`src/rtl/matmul_sequencer.sv`:
```
// Address/strobe sequencer for a single-MAC matrix multiply: walks A rows against
// B columns, paces the MAC one cycle behind the SRAM reads, and strobes each result.
module matmul_sequencer #(
    parameter int unsigned ADDR_W = 16,
    parameter int unsigned DIM_W  = 16
) (
    input  logic                 clk,
    input  logic                 reset_n,
    input  logic                 start_valid,
    output logic                 start_ready,
    output logic [ADDR_W-1:0]    a_raddr,
    output logic [ADDR_W-1:0]    b_raddr,
    input  logic [2*DIM_W-1:0]   a_rdata_hdr,
    input  logic [2*DIM_W-1:0]   b_rdata_hdr,
    output logic                 mac_clear,
    output logic                 mac_acc_en,
    output logic                 res_we,
    output logic [ADDR_W-1:0]    res_waddr,
    output logic                 done,
    output logic                 err
);

    localparam int unsigned HDR_W = 2 * DIM_W;

    typedef enum logic [2:0] {
        S_IDLE,
        S_HDR,
        S_RUN,
        S_LAST,
        S_WRITE,
        S_DONE
    } state_t;

    state_t              state, state_n;
    logic [DIM_W-1:0]    m_dim, m_dim_n;
    logic [DIM_W-1:0]    k_dim, k_dim_n;
    logic [DIM_W-1:0]    n_dim, n_dim_n;
    logic [DIM_W-1:0]    i_cnt, i_cnt_n;
    logic [DIM_W-1:0]    j_cnt, j_cnt_n;
    logic [DIM_W-1:0]    k_cnt, k_cnt_n;
    logic [ADDR_W-1:0]   a_base, a_base_n;
    logic [ADDR_W-1:0]   b_base, b_base_n;
    logic [ADDR_W-1:0]   res_cnt, res_cnt_n;

    logic                start_ready_n;
    logic [ADDR_W-1:0]   a_raddr_n, b_raddr_n, res_waddr_n;
    logic                mac_clear_n, mac_acc_en_n, res_we_n, done_n, err_n;

    logic [DIM_W-1:0]    hdr_m, hdr_k, hdr_kb, hdr_n;
    logic                hdr_bad;

    assign hdr_m   = a_rdata_hdr[HDR_W-1:DIM_W];
    assign hdr_k   = a_rdata_hdr[DIM_W-1:0];
    assign hdr_kb  = b_rdata_hdr[HDR_W-1:DIM_W];
    assign hdr_n   = b_rdata_hdr[DIM_W-1:0];
    assign hdr_bad = (hdr_m == '0) || (hdr_k == '0) || (hdr_n == '0) || (hdr_kb != hdr_k);

    // State and registered outputs
    always_ff @(posedge clk or negedge reset_n) begin
        if (!reset_n) begin
            state       <= S_IDLE;
            m_dim       <= '0;
            k_dim       <= '0;
            n_dim       <= '0;
            i_cnt       <= '0;
            j_cnt       <= '0;
            k_cnt       <= '0;
            a_base      <= '0;
            b_base      <= '0;
            res_cnt     <= '0;
            start_ready <= 1'b1;
            a_raddr     <= '0;
            b_raddr     <= '0;
            res_waddr   <= '0;
            mac_clear   <= 1'b0;
            mac_acc_en  <= 1'b0;
            res_we      <= 1'b0;
            done        <= 1'b0;
            err         <= 1'b0;
        end else begin
            state       <= state_n;
            m_dim       <= m_dim_n;
            k_dim       <= k_dim_n;
            n_dim       <= n_dim_n;
            i_cnt       <= i_cnt_n;
            j_cnt       <= j_cnt_n;
            k_cnt       <= k_cnt_n;
            a_base      <= a_base_n;
            b_base      <= b_base_n;
            res_cnt     <= res_cnt_n;
            start_ready <= start_ready_n;
            a_raddr     <= a_raddr_n;
            b_raddr     <= b_raddr_n;
            res_waddr   <= res_waddr_n;
            mac_clear   <= mac_clear_n;
            mac_acc_en  <= mac_acc_en_n;
            res_we      <= res_we_n;
            done        <= done_n;
            err         <= err_n;
        end
    end

    // Next state; outputs are computed one cycle ahead so they appear registered in the target state
    always_comb begin
        state_n       = state;
        m_dim_n       = m_dim;
        k_dim_n       = k_dim;
        n_dim_n       = n_dim;
        i_cnt_n       = i_cnt;
        j_cnt_n       = j_cnt;
        k_cnt_n       = k_cnt;
        a_base_n      = a_base;
        b_base_n      = b_base;
        res_cnt_n     = res_cnt;
        start_ready_n = 1'b0;
        a_raddr_n     = '0;
        b_raddr_n     = '0;
        res_waddr_n   = res_waddr;
        mac_clear_n   = 1'b0;
        mac_acc_en_n  = 1'b0;
        res_we_n      = 1'b0;
        done_n        = 1'b0;
        err_n         = err;

        case (state)
            S_IDLE: begin
                start_ready_n = 1'b1;
                if (start_valid && start_ready) begin
                    state_n       = S_HDR;
                    start_ready_n = 1'b0;
                    err_n         = 1'b0;
                end
            end

            S_HDR: begin
                m_dim_n = hdr_m;
                k_dim_n = hdr_k;
                n_dim_n = hdr_n;
                if (hdr_bad) begin
                    state_n = S_DONE;
                    done_n  = 1'b1;
                    err_n   = 1'b1;
                end else begin
                    state_n   = S_RUN;
                    i_cnt_n   = '0;
                    j_cnt_n   = '0;
                    k_cnt_n   = '0;
                    a_base_n  = ADDR_W'(1);
                    b_base_n  = ADDR_W'(1);
                    res_cnt_n = '0;
                    a_raddr_n = ADDR_W'(1);
                    b_raddr_n = ADDR_W'(1);
                end
            end

            S_RUN: begin
                mac_acc_en_n = 1'b1;
                mac_clear_n  = (k_cnt == '0);
                if (k_cnt == k_dim - DIM_W'(1)) begin
                    state_n = S_LAST;
                end else begin
                    k_cnt_n   = k_cnt + DIM_W'(1);
                    a_raddr_n = a_raddr + ADDR_W'(1);
                    b_raddr_n = b_raddr + ADDR_W'(1);
                end
            end

            S_LAST: begin
                state_n     = S_WRITE;
                res_we_n    = 1'b1;
                res_waddr_n = res_cnt;
            end

            S_WRITE: begin
                k_cnt_n   = '0;
                res_cnt_n = res_cnt + ADDR_W'(1);
                if ((i_cnt == m_dim - DIM_W'(1)) && (j_cnt == n_dim - DIM_W'(1))) begin
                    state_n = S_DONE;
                    done_n  = 1'b1;
                end else begin
                    // Bases advance by K per step so no multiplier sits on the address path
                    if (j_cnt == n_dim - DIM_W'(1)) begin
                        j_cnt_n  = '0;
                        i_cnt_n  = i_cnt + DIM_W'(1);
                        a_base_n = a_base + ADDR_W'(k_dim);
                        b_base_n = ADDR_W'(1);
                    end else begin
                        j_cnt_n  = j_cnt + DIM_W'(1);
                        b_base_n = b_base + ADDR_W'(k_dim);
                    end
                    state_n   = S_RUN;
                    a_raddr_n = a_base_n;
                    b_raddr_n = b_base_n;
                end
            end

            S_DONE: begin
                state_n       = S_IDLE;
                start_ready_n = 1'b1;
            end

            default: begin
                state_n       = S_IDLE;
                start_ready_n = 1'b1;
            end
        endcase
    end

endmodule

```
`config.mk`:
```
export PLATFORM = sky130hd
export DESIGN_NAME = matmul_sequencer
export DESIGN_NICKNAME = d
export VERILOG_FILES = /design/src/rtl/matmul_sequencer.sv
export SDC_FILE = /design/constraint.sdc
export NUM_CORES = 1
export LEC_CHECK = 0
export CAP_MARGIN = 0
export CORE_MARGIN = 2
export CORE_UTILIZATION = 50
export CTS_BUF_LIST = sky130_fd_sc_hd__clkbuf_4
export CTS_CLUSTER_DIAMETER = 80
export DETAILED_ROUTE_END_ITERATION = 8
export PLACE_DENSITY = 0.78
export SYNTH_ARGS = -nofsm -noshare
export SYNTH_HDL_FRONTEND = slang
export SYNTH_SLANG_ARGS = --single-unit
```
`constraint.sdc`:
```
create_clock -name clk -period 7.2 [get_ports clk]
set_input_delay 1.08 -clock clk [delete_from_list [all_inputs] [get_ports clk]]
set_output_delay 1.08 -clock clk [all_outputs]
set_load 0.03 [all_outputs]
```
# Word-level counts from Yosys, hierarchy flattened
# Index checks and enable logic that the tools add are counted.
dict set report totals {
  ff_bits 201
  latchBits 0
  ram_bits 0
  rom_bits 0
  in_bits 67
  output_inout_bits 54
  word_cells 105
  memories 0
}
dict set report op_classes {
  n_addsub 11
  mul 0
  n_div 0
  order_cmp 0
  n_eq_ne 15
  shifts 0
  n_mux 40
  bitwise_logic 0
  n_reduce_logical 20
}
# cell count
set op_table {}
lappend op_table {{two-way mux 16 bit} 15}
lappend op_table {{one-hot mux 16 bit (2 select lines)} 5}
lappend op_table {{one-hot mux 16 bit (3 select lines)} 3}
lappend op_table {{adder 16 x 1 -> 16 bit, second input constant} 6}
lappend op_table {{logical NOT 16 bit} 4}
lappend op_table {{== test 16 bit} 3}
lappend op_table {{subtractor 16 x 1 -> 16 bit, second input constant} 3}
lappend op_table {{adder 16 bit} 2}
lappend op_table {{!= test 16 bit} 1}
lappend op_table {{one-hot mux 3 bit (5 select lines)} 1}
lappend op_table {{!= test 2 bit, second input constant} 7}
lappend op_table {{two-way mux 3 bit} 4}
lappend op_table {{two-way mux 1 bit} 9}
lappend op_table {{AND reduction 3 bit} 3}
lappend op_table {{== test 3 x 2 -> 1 bit, second input constant} 2}
lappend op_table {{one-hot mux 1 bit (2 select lines)} 3}
lappend op_table {{AND reduction 2 bit} 2}
lappend op_table {{AND reduction 4 bit} 1}
lappend op_table {{nonzero test 2 bit} 2}
lappend op_table {{OR reduction 4 bit} 1}
lappend op_table {{== test 3 x 1 -> 1 bit, second input constant} 1}
lappend op_table {{== test 3 bit, second input constant} 1}
lappend op_table {{logical NOT 3 bit} 1}
lappend op_table {{logical OR 1 bit} 3}
lappend op_table {{2 further kinds} 3}

# Depth between registers and ports, before layout
dict set report depth {
  ltp_word 6
  depth_mapped 13
  ltp_nobuf 11
}

# Worst setup path before layout
# No wires, ideal clock.
dict set report synth_timing {
  path_type {reg-to-reg}
  start {register n_dim[7]}
  end {register a_raddr[10]}
  setup_time_ns 0.138
  t_arrival_ns 3.355
  t_required_ns 7.062
  slack_ns 3.707
  stages_incl_launch_ff 14
  n_path_buf 5
  synth_period_minus_slack_ns 3.493
  path_cell_list {dfrtp_1 -> buf_2 -> or4_1 -> clkbuf_1 -> or2_1 -> or4_1 -> a22oi_1 -> nand4_1 -> or4_1 -> buf_2 -> nand2_1 -> buf_2 -> buf_2 -> o22ai_1}
}
dict set report synth_via {
  elab_chain_len 5
  word_cells_on_any_way 6
  classes_between {add/sub: 1; eq/ne: 1; mux: 3; reduce/logical: 1}
}
# element line_no
set synth_lines {}
lappend synth_lines {{from (decl)} 37} ;# logic [DIM_W-1:0] n_dim, n_dim_n;
lappend synth_lines {{from (signal assigned)} 84} ;# n_dim <= n_dim_n;
lappend synth_lines {{subtractor 16 x 1 -> 16 bit *} {177, 182}}
lappend synth_lines {{== test 16 bit *} {177, 182}}
lappend synth_lines {{two-way mux 16 bit / logical AND 1 bit (equally long branches)} {182, 177}}
lappend synth_lines {{two-way mux 16 bit *} 177} ;# if ((i_cnt == m_dim - DIM_W'(1)) && (j_cnt == n_dim - DIM_W'(1))) begin
lappend synth_lines {{one-hot mux 16 bit (3 select lines) *} 125} ;# case (state)
lappend synth_lines {{via a_raddr_n[10]} 46} ;# logic [ADDR_W-1:0] a_raddr_n, b_raddr_n, res_waddr_n;
lappend synth_lines {{to (signal assigned)} 92} ;# a_raddr <= a_raddr_n;
lappend synth_lines {{to (decl)} 11} ;# output logic [ADDR_W-1:0] a_raddr,
# Mark *: on every way through the listed nets, which the timed path passes. The rest lies on a longest branch.
# A chain may end at the register's enable or synchronous reset.

# Worst setup path in the final report
dict set report layout_timing {
  start {register n_dim[2]}
  end {register a_base[0]}
}
dict set report layout_via {
  elab_chain_len 5
  word_cells_on_any_way 8
  classes_between {add/sub: 1; eq/ne: 2; mux: 3; reduce/logical: 2}
}
# element line_no
set layout_lines {}
lappend layout_lines {{subtractor 16 x 1 -> 16 bit *} {177, 182}}
lappend layout_lines {{== test 16 bit *} {177, 182}}
lappend layout_lines {{two-way mux 16 bit / logical AND 1 bit (equally long branches)} {182, 177}}
lappend layout_lines {{two-way mux 16 bit / != test 2 bit (equally long branches)} --}
lappend layout_lines {{one-hot mux 16 bit (2 select lines) / AND reduction 3 bit (equally long branches)} --}
lappend layout_lines {{to (signal assigned)} 88} ;# a_base <= a_base_n;
lappend layout_lines {{to (decl)} 41} ;# logic [ADDR_W-1:0] a_base, a_base_n;
# Mark *: on every way between the ends. The rest lies on a longest branch, timed or not. The select of a mux whose other input is x is not followed.

==> impl_results.md <==
* Outcome: complete, no violations
* Hold_buf cts at 0
* Die area at between 0.02 and 0.03 mm^2
* Final Cycle Share at just under 70%
* Min-Delay Path Class: in -> async
* Top-count cell post-synth: dfrtp_1
* Cells after synthesis at 1,338
* Layout Nets at 1,566
* Ys flop type: dfrtp_1
* Synth cell count leaders: dfrtp_1, nand2_1, o21ai_0
* Synth top area cells: dfrtp_1, nand2_1, xnor2_1, o21ai_0, xor2_1
* Kind of start point of the critical path: flip-flop
* Power Total at 0.00222 W
* Yosys reg bits at 201
* H-Tree Level Count at 2
* Bufs on Longest Clock Path at 3
* Leading area contributor after synthesis: dfrtp_1
* Site Rows at 57
* Antenna-violating nets left at 0
* Slew Limit Headroom at 17.7%
* Reg2reg path depth at 11
* Final Hold Fails at 0
* Via-per-instance ratio at 5.89
* WL final at 31,600 um
* Placeable Area at ~0.024 mm^2
* Critical path class: reg -> reg
* Layout Skew at 44.5 ps
* CTS buffer count at 53
* Total GRT Usage at 24.9%
* Congestion Overflow GR at 0
* Synth cell types at 73
* Layout cells sized above 1 at 10.1%
* EDFF count, synth at 0
* Required time of the worst setup path at roughly 7700 ps
* Maximum number of pins on one net before global-route repair at between 70 and 80
* TritonCTS Sinks at 201
* Critical path endpoint category: flip-flop
* VDD IR max at about 99 uV
* Worst EP arrival at 5430 ps
* Critical path fanouts, max at 30
* Clk Latency, worst-skew pair at a little under 700 ps
* Ports at 121
* Static Leak at 6.13 nW
* Pre-Repair DR Iteration Count at 5
* CTS tree: built
* # DRC at 0
* PortBufs at between 100 and 150
* Final Wtd Congestion at 0.920
* Post-CTS Setup Inserts at 0
* Slew at the pin closest to its max-slew limit at 1230 ps
* Clk root buf: clkbuf_4
* Area Growth Syn to Fin at 17.5%
* Max Transition Viols Final at 0
* Max-cap violations at 0
* Area fraction of the dominant cell type after synthesis at 41.2%
* Min Tclk post-route at around 5000 ps
* Chip Width at 160 um
* Worst-path clk slew at 70 ps
* Share of the yosys chip area belonging to registers at 41.5%
* FILL cells at 2,051
* Max Freq at 0.204 GHz
* Antenna violations before repair at 1
* CTS resizes at 0
* Vias at 10,747
* Pwr Density at between 150 and 200 mW/mm^2
* R2R setup slack at 2310 ps
* Yosys warnings at 0
* Mapped Nets at between 1,000 and 1,500
* Reg-to-reg endpoint: a_base[0]$_DFFE_PN0P_
* Setup TNS at 0 ps
* Post-DP HPWL at about 22,000 um
* RR Startpoint: n_dim[2]$_DFFE_PN0P_
* Avg Cell Area, Syn at 9.07 um^2
* Starting density of the core at 50.3%
* First-pass GRT wire length at 52,600 um
* Number of global-route vias before repair at 10,571
* Async set-reset flop share out of synthesis at 100%
* Initial detailed-routing violation count at 891
* RSZ-0062 raised after global routing: false
* Final setup fails at 0
* Die height at 160 um
* WL per Instance at 17.3 um
* Synth Cell Area at 0.0121 mm^2
==> final cells by class <==
class / count / area [um^2] / area share [%]
diodes: 2 / 5.00 / 0.0351
clock buffers: 83 / 623 / 4.37
multi-input cells: 1049 / 6770 / 47.5
clock inverters: 14 / 62.6 / 0.439
flip-flops and latches: 201 / 5030 / 35.3
well taps: 324 / 405 / 2.84
inverters: 24 / 90.1 / 0.632
repair buffers: 128 / 1260 / 8.87
==> logic make-up after synthesis <==
kind of cell | after synthesis | synth area share (%)
DFF | 201 | 41.5
muxes | 47 | 4.29
adders and majority gates | 42 | 4.45
and+or+nand+nor | 504 | 20.5
xor gates and xnor gates | 143 | 10.3
buffers and inverters | 88 | 2.87
AOI/OAI and AO/OA | 313 | 16.1
==> placed cells by master (no fill, tap or decap), drive strengths merged, types with 6 or more instances in the layout <==
cell type / count
nand4: 23
a21o: 13
nand2b: 7
dfrtp: 200
nor3: 21
a21oi: 58
mux2i: 7
xor2: 66
inv: 24
buf: 8
or2: 7
o21ai: 122
a2111oi: 7
clkbuf: 84
o22ai: 14
nor2b: 6
nor2: 70
a21boi: 8
nor4: 30
o21bai: 7
xnor2: 77
a211oi: 16
o31ai: 14
clkdlybuf4s50: 119
or4: 14
nand3: 54
clkinv: 14
a31oi: 13
ha: 40
and2: 10
mux2: 40
nand3b: 6
or3: 17
and3: 35
nand2: 187
==> worst max-delay path, cell delays in order, from the launching register on <==
cell	delay, ps
dfrtp_1	470
nor4_2	660
nand3_1	190
a2111o_1	410
nor4_1	470
nand4_1	160
buf_4	240
or4_1	650
a21oi_4	680
buf_4	430
nor2_1	130
o22a_1	220
==> layer usage <==
| layer | share of wire, % | track usage [%] |
|---|---|---|
| met5 | 0 | 0 |
| met3 | 6.9 | 4.94 |
| met1 | 43 | 32.6 |
| met2 | 47 | 40.8 |
| met4 | 3.2 | 9.71 |
==> worst max path at each step <==
stage	from	end	slack [ps]
CTS	n_dim[2]$_DFFE_PN0P_	a_base[0]$_DFFE_PN0P_	2420
global placement	n_dim[2]$_DFFE_PN0P_	a_base[0]$_DFFE_PN0P_	2530
detailed placement	a_rdata_hdr[7]	k_cnt[5]$_DFFE_PN0P_	2450
finish	n_dim[2]$_DFFE_PN0P_	a_base[0]$_DFFE_PN0P_	2310
floorplan	n_dim[7]$_DFFE_PN0P_	a_raddr[10]$_DFF_PN0_	3710
global route	n_dim[2]$_DFFE_PN0P_	a_base[0]$_DFFE_PN0P_	2010
==> power by group <==
group | switching [W] | internal, W | total [W]
combinational | 0.0000411 | 0.0000374 | 0.0000786
sequential | 0 | 0.00113 | 0.00113
clock | 0.000489 | 0.000524 | 0.00101
==> per-stage QoR <==
step                      utilization, %  instance area (um^2)  hold WS (ps)  cells  worst slack (ps)
after floorplan                        -                 12100           450   1338              3710
after global placement              56.3                 13600           463   1726              2530
after detailed placement            56.3                 13600           461   1726              2450
after CTS                           59.1                 14200           412   1823              2420
after global routing                59.1                 14300           425   1825              2010
final                               59.1                 14300           414   1825              2310
Note: power is estimated with default switching activity, not from simulation.
